[src/rtl/chunked_serial_adder_pkg.sv]
// Shared types and constants for the chunked serial adder.
// The optional subtract mode is enabled with SERIAL_ADD_SUB_EN; nothing here depends on it.
package chunked_adder_pkg;

  typedef enum logic [1:0] {
    IDLE = 2'd0,
    RUN  = 2'd1,
    DONE = 2'd2
  } state_t;

  localparam int unsigned DEFAULT_WIDTH = 16;
  localparam int unsigned DEFAULT_CHUNK = 4;

  // Width of a counter that must hold values 0..nchunk
  function automatic int unsigned cnt_width(input int unsigned nchunk);
    return (nchunk < 1) ? 1 : $clog2(nchunk + 1);
  endfunction

endpackage

[src/rtl/chunked_serial_adder_chunk_adder.sv]
// Combinational CHUNK-bit adder slice used by chunked_serial_adder (both with and
// without SERIAL_ADD_SUB_EN); also reports the carry into its MSB for overflow detection.
module chunk_adder #(
  parameter int unsigned CHUNK = 4
) (
  input  logic [CHUNK-1:0] i_a,
  input  logic [CHUNK-1:0] i_b,
  input  logic             i_cin,
  output logic [CHUNK-1:0] o_sum,
  output logic             o_cout,
  output logic             o_cmsb
);

  logic [CHUNK:0] w_full;

  assign w_full = {1'b0, i_a} + {1'b0, i_b} + {{CHUNK{1'b0}}, i_cin};
  assign o_sum  = w_full[CHUNK-1:0];
  assign o_cout = w_full[CHUNK];
  // Sum bit = a ^ b ^ carry-in, so the MSB carry-in falls out without a second adder
  assign o_cmsb = i_a[CHUNK-1] ^ i_b[CHUNK-1] ^ w_full[CHUNK-1];

endmodule

[src/rtl/chunked_serial_adder.sv]
// Multi-cycle WIDTH-bit adder processing CHUNK bits per clock with valid/ready on both sides.
// Define SERIAL_ADD_SUB_EN to add the sub port and turn the block into an adder/subtractor.
module chunked_serial_adder
  import chunked_adder_pkg::*;
#(
  parameter int unsigned WIDTH = DEFAULT_WIDTH,
  parameter int unsigned CHUNK = DEFAULT_CHUNK
) (
  input  logic             clk,
  input  logic             rst,
  input  logic             in_valid,
  output logic             in_ready,
  input  logic [WIDTH-1:0] a,
  input  logic [WIDTH-1:0] b,
  input  logic             cin,
`ifdef SERIAL_ADD_SUB_EN
  input  logic             sub,
`endif
  output logic             out_valid,
  input  logic             out_ready,
  output logic [WIDTH-1:0] sum,
  output logic             cout,
  output logic             ovf
);

  localparam int unsigned NCHUNK = WIDTH / CHUNK;
  localparam int unsigned CW     = cnt_width(NCHUNK);
  localparam logic [CW-1:0] LAST = CW'(NCHUNK - 1);

  state_t           r_state;
  logic [WIDTH-1:0] r_a;
  logic [WIDTH-1:0] r_b;
  logic [WIDTH-1:0] r_sum;
  logic             r_carry;
  logic [CW-1:0]    r_cnt;
  logic             r_cout;
  logic             r_ovf;
  logic             r_out_valid;

  logic                   w_sub;
  logic [CHUNK-1:0]       w_csum;
  logic                   w_cout;
  logic                   w_cmsb;
  logic [WIDTH+CHUNK-1:0] w_cat;
  logic [WIDTH-1:0]       w_sum_next;

`ifdef SERIAL_ADD_SUB_EN
  assign w_sub = sub;
`else
  assign w_sub = 1'b0;
`endif

  chunk_adder #(
    .CHUNK(CHUNK)
  ) u_chunk_adder (
    .i_a   (r_a[CHUNK-1:0]),
    .i_b   (r_b[CHUNK-1:0]),
    .i_cin (r_carry),
    .o_sum (w_csum),
    .o_cout(w_cout),
    .o_cmsb(w_cmsb)
  );

  // New chunk enters at the top so the result fills LSB chunk first
  assign w_cat      = {w_csum, r_sum};
  assign w_sum_next = w_cat[WIDTH+CHUNK-1:CHUNK];

  always_ff @(posedge clk or posedge rst) begin
    if (rst) begin
      r_state     <= IDLE;
      r_a         <= '0;
      r_b         <= '0;
      r_sum       <= '0;
      r_carry     <= 1'b0;
      r_cnt       <= '0;
      r_cout      <= 1'b0;
      r_ovf       <= 1'b0;
      r_out_valid <= 1'b0;
    end else begin
      case (r_state)
        IDLE: begin
          if (in_valid) begin
            r_a     <= a;
            r_b     <= w_sub ? ~b : b;
            r_carry <= w_sub ? 1'b1 : cin;
            r_cnt   <= '0;
            r_state <= RUN;
          end
        end
        RUN: begin
          r_a     <= r_a >> CHUNK;
          r_b     <= r_b >> CHUNK;
          r_sum   <= w_sum_next;
          r_carry <= w_cout;
          r_cnt   <= r_cnt + CW'(1);
          if (r_cnt == LAST) begin
            r_cout      <= w_cout;
            r_ovf       <= w_cout ^ w_cmsb;
            r_out_valid <= 1'b1;
            r_state     <= DONE;
          end
        end
        DONE: begin
          if (out_ready) begin
            r_out_valid <= 1'b0;
            r_state     <= IDLE;
          end
        end
        default: r_state <= IDLE;
      endcase
    end
  end

  assign in_ready  = (r_state == IDLE);
  assign out_valid = r_out_valid;
  assign sum       = r_sum;
  assign cout      = r_cout;
  assign ovf       = r_ovf;

endmodule

[config.mk]
export PLATFORM = sky130hd
export DESIGN_NAME = chunked_serial_adder
export DESIGN_NICKNAME = d
export VERILOG_FILES = /design/src/rtl/chunked_serial_adder_pkg.sv /design/src/rtl/chunked_serial_adder_chunk_adder.sv /design/src/rtl/chunked_serial_adder.sv
export SDC_FILE = /design/constraint.sdc
export NUM_CORES = 1
export LEC_CHECK = 0
export BUFFER_PORTS_ARGS = -buffer_cell sky130_fd_sc_hd__buf_2
export CAP_MARGIN = 20
export CORE_MARGIN = 4
export CORE_UTILIZATION = 30
export DETAILED_ROUTE_END_ITERATION = 10
export GPL_TIMING_DRIVEN = 0
export PLACE_DENSITY = 0.58
export SLEW_MARGIN = 30
export SYNTH_ARGS = -nofsm -noshare
export SYNTH_HDL_FRONTEND = slang
export SYNTH_SLANG_ARGS = --single-unit
[constraint.sdc]
create_clock -name clk -period 1.7 [get_ports clk]
set_clock_uncertainty 0.05 [all_clocks]
set_input_delay 0.34 -clock clk [delete_from_list [all_inputs] [get_ports clk]]
set_output_delay 0.34 -clock clk [all_outputs]
set_load 0.01 [all_outputs]
Word-level counts from Yosys, hierarchy flattened
Cells that the tools add are included.
- reduce and logical (&&, ||, !) cells: 7
- bitwise operators: 3
- multiplexer cells: 15
- add/sub/neg operators: 3
- equal/unequal tests: 6
- operators with widths (operator ; number):
    $pmux 16 s2 ; 2
    $mux 16 ; 2
    $mux 2 ; 3
    $ne 2x2->1 const B ; 3
    $pmux 2 s3 ; 1
    $pmux 3 s2 ; 1
    $reduce_and 3->1 ; 2
    $add 4x4->5 ; 1
    $add 5x1->5 ; 1
    $pmux 1 s2 ; 2
    $reduce_and 2->1 ; 2
    $reduce_bool 2->1 ; 2
    $add 3x1->3 const B ; 1
    $eq 3x2->1 const B ; 1
    $mux 1 ; 3
    $mux 3 ; 1
    $xor 1x1->1 ; 3
    $eq 2x1->1 const B ; 1
    $eq 2x2->1 const B ; 1
    $logic_not 2->1 ; 1
- register bits: 57
- input port bits: 37
- logic and storage cells: 43

Logic depth before layout (Yosys ltp)
Gate-level depths: netlist of the first run.
- depth after elaboration: 4
- gate-level depth with buffers: 8
- gate-level depth less buffers: 8

Cells and area by module
Synthesis of the first run repeated with hierarchy kept, for this count alone.
- cell total of the unflattened synthesis: 285
- area, all modules: 2738.9 µm²
- by module, submodules not included (module ; area each (µm²) ; instances ; sequential area each (µm²) ; cells an instance):
    chunked_serial_adder ; 2595.0 ; 1 ; 1426.4 ; 268
    chunk_adder ; 143.9 ; 1 ; 0.0 ; 17

Worst setup path after synthesis of the first run
Ideal clock, no wire load.
- path type: register to register
- start: register r_b[0]
- end: register r_ovf, in the netlist ovf
- data arrival time: 1670 ps
- setup slack: -142 ps
- required time: 1528 ps
- stages on the path, launching flop included: 9
- cells stage by stage: dfrtp_1 -> inv_1 -> fa_1 -> inv_1 -> fa_1 -> a21o_1 -> a21oi_1 -> xor2_1 -> o21ai_1
- longest elaborated chain between the ends: 4
- ends and longest elaborated chain (element ; line ; RTL):
    start: declaration ; chunked_serial_adder.sv:32 ; logic [WIDTH-1:0] r_b;
    start signal: assignment ; chunked_serial_adder.sv:84 ; r_b <= w_sub ? ~b : b;
    start signal: assignment ; chunked_serial_adder.sv:92 ; r_b <= r_b >> CHUNK;
    $add 4x4->5 * ; chunked_serial_adder_chunk_adder.sv:16 ; assign w_full = {1'b0, i_a} + {1'b0, i_b} + {{CHUNK{1'b0}}, i_cin};
    $add 5x1->5 * ; chunked_serial_adder_chunk_adder.sv:16 ;
    $xor 1x1->1 ; chunked_serial_adder_chunk_adder.sv:20 ; assign o_cmsb = i_a[CHUNK-1] ^ i_b[CHUNK-1] ^ w_full[CHUNK-1];
    $xor 1x1->1 * ; chunked_serial_adder.sv:98 ; r_ovf <= w_cout ^ w_cmsb;
    end signal: assignment ; chunked_serial_adder.sv:98 ;
    end: declaration ; chunked_serial_adder.sv:37 ; logic r_ovf;
Mark *: on every way between the ends. The rest lies on a longest branch, timed or not.
A chain may end at the register's enable or synchronous reset.

Worst setup path after layout of the first run
Ends and elaborated chain as after synthesis.

==> results of run 1 <==
state kept, by name, summed over array words and instances, names as in the netlist:
name / count
r_state: 2
ovf: 1
sum: 16
r_a: 16
cout: 1
out_valid: 1
r_b: 16
r_cnt: 3
r_carry: 1
kinds of logic (layout without fill, tap and decap cells):
| family | count (synthesis) | count (layout) | synth area share |
|---|---|---|---|
| XOR/XNOR | 3 | 3 | 0.009569 |
| multiplexers | 1 | 1 | 0.003645 |
| buffers and inverters | 28 | 109 | 0.05512 |
| adder cells (fa/ha/maj) | 7 | 7 | 0.03736 |
| flip-flops | 57 | 57 | 0.5194 |
| AO/OA/AOI/OAI | 91 | 91 | 0.1872 |
| AND/OR/NAND/NOR | 103 | 103 | 0.1877 |
metrics by stage:
step,cells,total power (µW)
after CTS,477,5942
after detailed placement,456,4754
after floorplan,290,3948
after global routing,479,6435
final,479,5879
after global placement,454,4665
Yosys cell counts:
| cell | instances | area [µm²] |
|---|---|---|
| sky130_fd_sc_hd__o22ai_1 | 1 | 6.260 |
| sky130_fd_sc_hd__and2_1 | 1 | 6.260 |
| sky130_fd_sc_hd__nor2b_2 | 1 | 8.760 |
| sky130_fd_sc_hd__clkbuf_1 | 3 | 11.26 |
| sky130_fd_sc_hd__and3b_1 | 12 | 105.1 |
| sky130_fd_sc_hd__nor2b_4 | 1 | 13.76 |
| sky130_fd_sc_hd__nand3b_1 | 1 | 7.510 |
| sky130_fd_sc_hd__nand2_2 | 2 | 12.51 |
| sky130_fd_sc_hd__mux2i_1 | 1 | 10.01 |
| sky130_fd_sc_hd__nor2_1 | 5 | 18.77 |
| sky130_fd_sc_hd__buf_8 | 1 | 15.01 |
| sky130_fd_sc_hd__fa_1 | 2 | 40.04 |
| sky130_fd_sc_hd__o21ai_1 | 14 | 70.07 |
| sky130_fd_sc_hd__a22o_1 | 4 | 35.03 |
| sky130_fd_sc_hd__a2bb2oi_1 | 1 | 8.760 |
| sky130_fd_sc_hd__buf_4 | 4 | 30.03 |
| sky130_fd_sc_hd__a21o_1 | 1 | 7.510 |
| sky130_fd_sc_hd__a22oi_1 | 12 | 90.09 |
| sky130_fd_sc_hd__nor2b_1 | 14 | 87.58 |
| sky130_fd_sc_hd__ha_1 | 5 | 62.56 |
| sky130_fd_sc_hd__a21oi_1 | 35 | 175.2 |
| sky130_fd_sc_hd__nand2_1 | 64 | 240.2 |
| sky130_fd_sc_hd__and2b_1 | 2 | 15.01 |
| sky130_fd_sc_hd__xor2_1 | 1 | 8.760 |
| sky130_fd_sc_hd__inv_1 | 8 | 30.03 |
| sky130_fd_sc_hd__xnor2_1 | 2 | 17.52 |
| sky130_fd_sc_hd__o21ai_2 | 1 | 8.760 |
| sky130_fd_sc_hd__dfrtp_1 | 57 | 1426 |
| sky130_fd_sc_hd__inv_2 | 1 | 3.750 |
| sky130_fd_sc_hd__o31ai_1 | 1 | 7.510 |
| sky130_fd_sc_hd__buf_6 | 1 | 11.26 |
| sky130_fd_sc_hd__clkbuf_2 | 2 | 10.01 |
| sky130_fd_sc_hd__buf_2 | 8 | 40.04 |
| sky130_fd_sc_hd__o21ai_0 | 21 | 105.1 |
critical path, stage by stage (launching register included):
cell and delay (ps):
sky130_fd_sc_hd__dfrtp_1 390, sky130_fd_sc_hd__inv_2 90, sky130_fd_sc_hd__fa_2 220, sky130_fd_sc_hd__inv_2 40, sky130_fd_sc_hd__fa_2 340, sky130_fd_sc_hd__a21o_1 170
sky130_fd_sc_hd__a21oi_2 190, sky130_fd_sc_hd__xor2_1 160, sky130_fd_sc_hd__o21ai_1 70
cells in the final DEF (no fill, tap or decap), drive strengths merged, types with 2 or more instances in the layout:
cell,count
ha,5
fa,2
nor2b,16
buf,79
dfrtp,57
clkinv,2
inv,8
o21ai,36
and3b,12
nor2,5
and2b,2
a22oi,12
xnor2,2
nand2,66
a22o,4
clkinvlp,2
a21oi,35
clkbuf,17
report_power, final:
group	switching, µW	internal, µW
combinational	1460	1090
clock	509	556
sequential	346	1910
total	2320	3560
final timing paths:
check	startpoint	endpoint	slack, ps	cells past startpoint
max in group asynchronous	rst	r_a[1]	430	5
min	out_ready	r_state[1]	140	2
max reg2reg	r_b[0]	ovf	-130	8
min reg2reg	sum[0]	sum[0]	420	2
max	r_b[0]	ovf	-130	8
min in group asynchronous	rst	sum[7]	540	3
repair_timing:
| item | in CTS | in global routing |
|---|---|---|
| hold buffers | 1 | 0 |
| hold endpoints to repair | 20 | 0 |
| buffers inserted | 5 | 2 |
| pin swaps | 7 | 6 |
| setup endpoints to repair | 3 | 3 |
| resized for setup | 5 | 2 |
layer usage:
layer	routed length [µm]	up-vias	track usage
met5	0	-	0
met4	38	0	0.02564
met3	372	4	0.04602
met2	3018	65	0.1888
met1	3290	1082	0.1833
li1	-	1137	-
area by class of cell:
class	count	area (µm²)
tap	108	135.1
inverter	9	37.54
clock buffer	12	145.1
sequential	57	1426
clock inverter	3	17.52
timing repair buffer	66	397.9
buffer	19	117.6
multi-input combinational	205	1184
fill	897	5345
==> results, run 1 <==
- The share of the Yosys chip area taken by registers is 0.5194.
- The detailed router finished its first iteration with just under 100 violations.
- The total of buffers placed on input and output ports is 56.
- The routed wirelength normalized by instance count is 14.03 µm.
- In this run the power density over the cells is approximately 1700 nW/µm².
- Counting distinct cell types in the post-synthesis netlist gives 34.
- The routability congestion estimate is about 0.75.
- For this run the aggregate overflow at the end of global routing stands at 0.
- The worst hold margin is about 140 ps.
- Across all layers, the routed design uses approximately 2300 vias.
- The initial utilization of the core area, before any placement, comes to 0.3119.
- The TritonCTS clock tree is done.
- Based on the critical path, the design can be clocked at up to approximately 550 MHz.
- The number of levels the H-tree was split into is 3.
- The number of pins with negative max-slew slack in the final report was 0.
- The minimum clock period is 1827 ps.
- The number of placement rows is 34.
- The root cell of the clock tree is sky130_fd_sc_hd__clkbuf_8.
- The global-route total usage across every layer is 0.1286.
- In the post-route analysis, the smallest setup slack over all paths is -127.2 ps.
- The required time of the worst setup path is 1860 ps.
- The transition time at the pin with the least slew margin is 499.8 ps.
- The final number of setup-violating endpoints is 5.
- In this run the count of I/O pins placed on the die edge is between 50 and 60.
- Once placement finished, the instance area stood at roughly 3200 µm².
- The critical setup path kind is register to register.
- After clock tree synthesis, the clock-pin slew on the worst setup and hold paths is roughly 70 ps.
- The area growth from synthesis to layout is 26.01%.
- The longest clock path from root to sink contains 2 buffers.
- The via density per instance is approximately 4.8.
- The leakage power total is between 0.0015 and 0.002 µW.
- After synthesis the cells add up to roughly 2700 µm².
- The via count of the first global-routing pass was roughly 2200.
- The die covers around 11000 µm².
- The clock net in this run drives a total of 57 sinks.
- Synthesis produced a netlist whose cell count is 290.
- The first global-routing pass estimated between 10000 and 15000 µm of wire.
- The fraction of layout instances using a drive strength above 1 is 0.2911.
- The worst setup path is captured at a register.
- The synthesized design contains 57 register bits.
- In this run the remaining antenna-violating nets after routing total 0.
- The final cycle utilization of the critical path is 1.075.
- The area of the core is 8806 µm².
- The highest net fanout along the worst path is 3.
- Setup repair after global routing could not meet its margin everywhere.
- The finished layout cell area is around 3500 µm².
- The min-delay analysis places its worst path in the category input pin to register.
- Counting every net in the synthesized netlist gives ~330.
- Data arrives at the worst endpoint at 1990 ps.
- The clock reaches the later pin of the worst-skew pair after about 330 ps.
- For this run, design rule violations remaining after detail routing come to 0.
- The final reports fail on negative setup slack.
- The final layout net count is 411.
- The worst-case headroom to the max-slew limit is 0.6661.
- The number of violations of the max-capacitance limit is 0.
- The maximum number of pins on one net before global-route repair is 22.
- The final count of hold timing violations came to 0.
- The die is 103.7 µm wide.
- For this run, the number of Yosys warnings is 0.
- The initial antenna violation count is 0.
- For this run, the share of the core covered by cells in the final layout is 0.3930.
- The floorplan step set the die height to between 100 and 150 µm.
- The sum of negative setup slack is -236.5 ps.
- The type of element launching the critical path is a register.
- The placed wire-length estimate after detailed placement is 4888 µm.
- The worst-case setup slack after placement is -257.8 ps.
- The total routed wirelength is approximately 6700 µm.
- Averaged over all synthesized cells, the footprint is ~9.5 µm².
- The worst-case IR drop observed on VDD is about 0.65 mV.
- The run finished, with violations left.
- The number of clock buffers added by TritonCTS is 9.
- The number of antenna diodes in the final layout is 0.
- The number of optimization iterations in the first detailed-route pass is 4.
No activity file was read; power rests on OpenSTA's default activity.
==> inputs of run 2 (changes only) <==
==> constraint.sdc (replaced) <==
create_clock -name clk -period 1.7 [get_ports clk]
set_clock_uncertainty 0.05 [all_clocks]
set_input_delay 0.34 -clock clk [delete_from_list [all_inputs] [get_ports clk]]
set_output_delay 0.34 -clock clk [all_outputs]
set_load 0.05 [all_outputs]
==> run 2 against run 1 <==
Cell count is 0.42% lower. The run still ends with negative setup slack left. Worst hold slack worse by 11 ps. Sequential power is 2% higher. Combinational power is 24% higher. Critical endpoint unchanged. Critical path type unchanged. Core utilization is 0.43 points higher. Wire length is 2.2% higher. Largest cell class unchanged. Maximum frequency hardly changed. First-iteration DRC count is 24% higher. Power is 17% higher. Global-route usage is 0.45 points higher.
==> results, run 2 (synthesis results as in run 1) <==
- The minimum clock period was 1828 ps (was 1827 ps).
- The total clock buffers created by CTS is 9 (unchanged).
- The die width is 103.7 µm (unchanged).
- The worst-case headroom to the max-slew limit is 0.6565 (was 0.6661).
- The maximum clock insertion buffer count is 2 (unchanged).
- The standard cell area after detailed placement is 3219 µm² (was 3224 µm²).
- Violations in the final reports: negative setup slack (unchanged).
- The clock latency on the worst-skew pair was 340 ps (was 330 ps).
- The worst vdd rail ir drop was 0.8518 mV (was 0.6525 mV).
- The number of top-level design ports is 57 (unchanged).
- The highest net fanout along the worst path is 2 (was 3).
- Setup repair after global routing missed its margin: true (unchanged).
- The transition time at the pin with the least slew margin was 515.2 ps (was 499.8 ps).
- The signal arrival time at the worst endpoint is 1990 ps (about the same).
- Result of the run: finished, violations left (unchanged).
- The count of placed standard cells including taps is 456 (unchanged).
- The final cycle utilization of the critical path is 1.075 (about the same).
- The internal power came to 3849 µW (was 3559 µW).
- The highest clock frequency the design can meet came to 547.0 MHz (was 547.3 MHz).
- The number of antenna cells inserted came to 0 (unchanged).
- The most common library cell in the layout ignoring fill and taps is sky130_fd_sc_hd__nand2_1 (was sky130_fd_sc_hd__buf_2).
- The required time of the worst setup path came to 1870 ps (was 1860 ps).
- The total of buffers placed on input and output ports came to 56 (unchanged).
- The type of element launching the critical path is a register (unchanged).
- Most used cells in the layout excluding fill and tap cells: sky130_fd_sc_hd__nand2_1 (64), sky130_fd_sc_hd__buf_2 (62), sky130_fd_sc_hd__dfrtp_1 (56), sky130_fd_sc_hd__a21oi_1 (33), sky130_fd_sc_hd__o21ai_0 (21) (was sky130_fd_sc_hd__buf_2 (64), sky130_fd_sc_hd__nand2_1 (63), sky130_fd_sc_hd__dfrtp_1 (57), sky130_fd_sc_hd__a21oi_1 (33), sky130_fd_sc_hd__o21ai_0 (20)).
- The core occupancy in the finished layout is 0.3973 (was 0.3930).
- The count of clock tree sinks is 57 (unchanged).
- The type of destination of the critical path is a register (unchanged).
- The combinational group share of total power is 0.461 (was 0.435).
- The via total after detailed routing is 2279 (was 2288).
- The number of pins with negative max-slew slack in the final report is 0 (unchanged).
- The total routed wirelength came to 6871 µm (was 6720 µm).
- The number of routed nets with antenna violations is 0 (unchanged).
- The routability congestion estimate is 0.7435 (was 0.7454).
- The initial core utilization is 0.3119 (unchanged).
- The root cell of the clock tree was sky130_fd_sc_hd__clkbuf_8 (unchanged).
- The number of DRC violations after detailed-routing iteration 0 is 122 (was 98).
- The worst path setup slack after routing is -128.2 ps (was -127.2 ps).
- The number of optimization iterations in the first detailed-route pass was 4 (unchanged).
- The maximum number of pins on one net before global-route repair is 25 (was 22).
- The cell with the largest stage delay on the worst path is sky130_fd_sc_hd__dfrtp_1 (unchanged).
- The first-pass GRT wire length is 11540 µm (was 11280 µm).
- The via density per instance was 4.778 (was 4.777).
- The routed wirelength normalized by instance count is 14.40 µm (was 14.03 µm).
- The total power density per cell area was 1967 nW/µm² (was 1699 nW/µm²).
- The TritonCTS clock tree is done (unchanged).
- The number of placement rows was 34 (unchanged).
- The proportion of total power due to net switching was 0.4405 (was 0.3946).
- The via count of the first global-routing pass was 2332 (was 2233).
- The largest incremental delay on the critical path is 390 ps (about the same).
- The vertical die dimension is 103.7 µm (unchanged).
- The worst hold margin came to 125.8 ps (was 136.3 ps).
- The final global-route overflow total is 0 (unchanged).
- The placed wire-length estimate after detailed placement is 4982 µm (was 4888 µm).
- The synthesis-to-layout area growth is 27.38% (was 26.01%).
- The post-CTS clock slew at the launch and capture registers of the worst setup and hold paths came to 70 ps (about the same).
- The number of violations of the max-capacitance limit was 0 (unchanged).
- The global-route total usage across every layer was 0.1331 (was 0.1286).
- The final layout net count is 408 (was 411).
- The number of inserted filler cells in the final layout is 902 (was 897).
- The total die area is 10750 µm² (unchanged).
- The fraction of layout instances using a drive strength above 1 came to 0.2954 (was 0.2911).
- The classification of the worst-slack hold path is input pin to register (unchanged).
- The sequential fraction of design power was 0.334 (was 0.384).
- The final number of setup-violating endpoints is 3 (was 5).
- The critical setup path kind is register to register (unchanged).
- The leakage power total is 0.001751 µW (was 0.001736 µW).
- The final count of hold timing violations is 0 (unchanged).
- The non-filler instance count after layout is 477 (was 479).
- Critical path cell sequence: inv_2 > fa_2 > inv_2 > fa_2 > a21o_1 > a21oi_2 > xor2_1 > o21ai_1 (unchanged).
- The net switching power is 3031 µW (was 2320 µW).
- The finished layout cell area came to 3498 µm² (was 3461 µm²).
- The number of design rule violations left after detail routing is 0 (unchanged).
- The area of the core came to 8806 µm² (unchanged).
- The part of the total power dissipated in the clock network came to 0.205 (was 0.181).
- The number of levels the H-tree was split into is 3 (unchanged).
- The initial antenna violation count was 0 (unchanged).
## run 2: cell type report
type                       count  area, µm²  area share
sequential                    57       1428      0.4081
multi-input combinational    205       1184      0.3383
timing repair buffer          64      381.6      0.1091
clock buffer                  11      141.4     0.04041
tap                          108      135.1     0.03863
buffer                        18      112.6     0.03219
clock inverter                 5      78.83     0.02253
inverter                       9      37.54     0.01073
## run 2: critical path, delay by kind of cell, from the launching register on
family / cells / cell delay, ps
compound gates: 3 / 440
xor+xnor: 1 / 160
fa+ha+maj: 2 / 550
buf+inv: 2 / 130
flops: 1 / 390
## run 2: metrics by stage
| stage | total power, µW | setup TNS [ps] | setup slack (ps) |
|---|---|---|---|
| after floorplan | 4597 | -78.76 | -78.76 |
| after global placement | 5330 | -378.6 | -221.8 |
| after detailed placement | 5417 | -447.7 | -251.0 |
| after CTS | 6941 | -230.0 | -100.1 |
| after global routing | 7380 | -554.4 | -231.7 |
| final | 6880 | -306.5 | -128.2 |
## run 2: power by group through the flow
stage	Combinational [µW]	Clock, µW	Sequential, µW
global route	3500	1500	2380
detailed placement	3120	0	2300
floorplan	1690	0	2910
CTS	3230	1440	2270
finish	3170	1410	2300
global placement	3060	0	2270
## run 2: what timing repair did
action	4_1_cts	5_1_grt
hold buffers	1	0
resized for setup	7	2
endpoints found under the hold margin	14	0
setup buffers	5	0
gates cloned	0	0
pin swaps	6	1
endpoints found under the setup margin	4	4
## run 2: worst paths after layout
| check | cells past startpoint | slack (ps) | startpoint | endpoint |
|---|---|---|---|---|
| max | 8 | -130 | r_b[0] | ovf |
| max reg2reg | 8 | -130 | r_b[0] | ovf |
| min | 2 | 130 | out_ready | r_state[1] |
| max in group asynchronous | 4 | 630 | rst | r_state[0] |
| min reg2reg | 2 | 420 | sum[3] | sum[3] |
| min in group asynchronous | 3 | 510 | rst | r_a[7] |
## run 2: layer usage
metal | part of all wire | track usage
met3 | 0.054 | 0.04478
met1 | 0.48 | 0.1846
met5 | 0 | 0
met2 | 0.45 | 0.1967
met4 | 0.013 | 0.04084
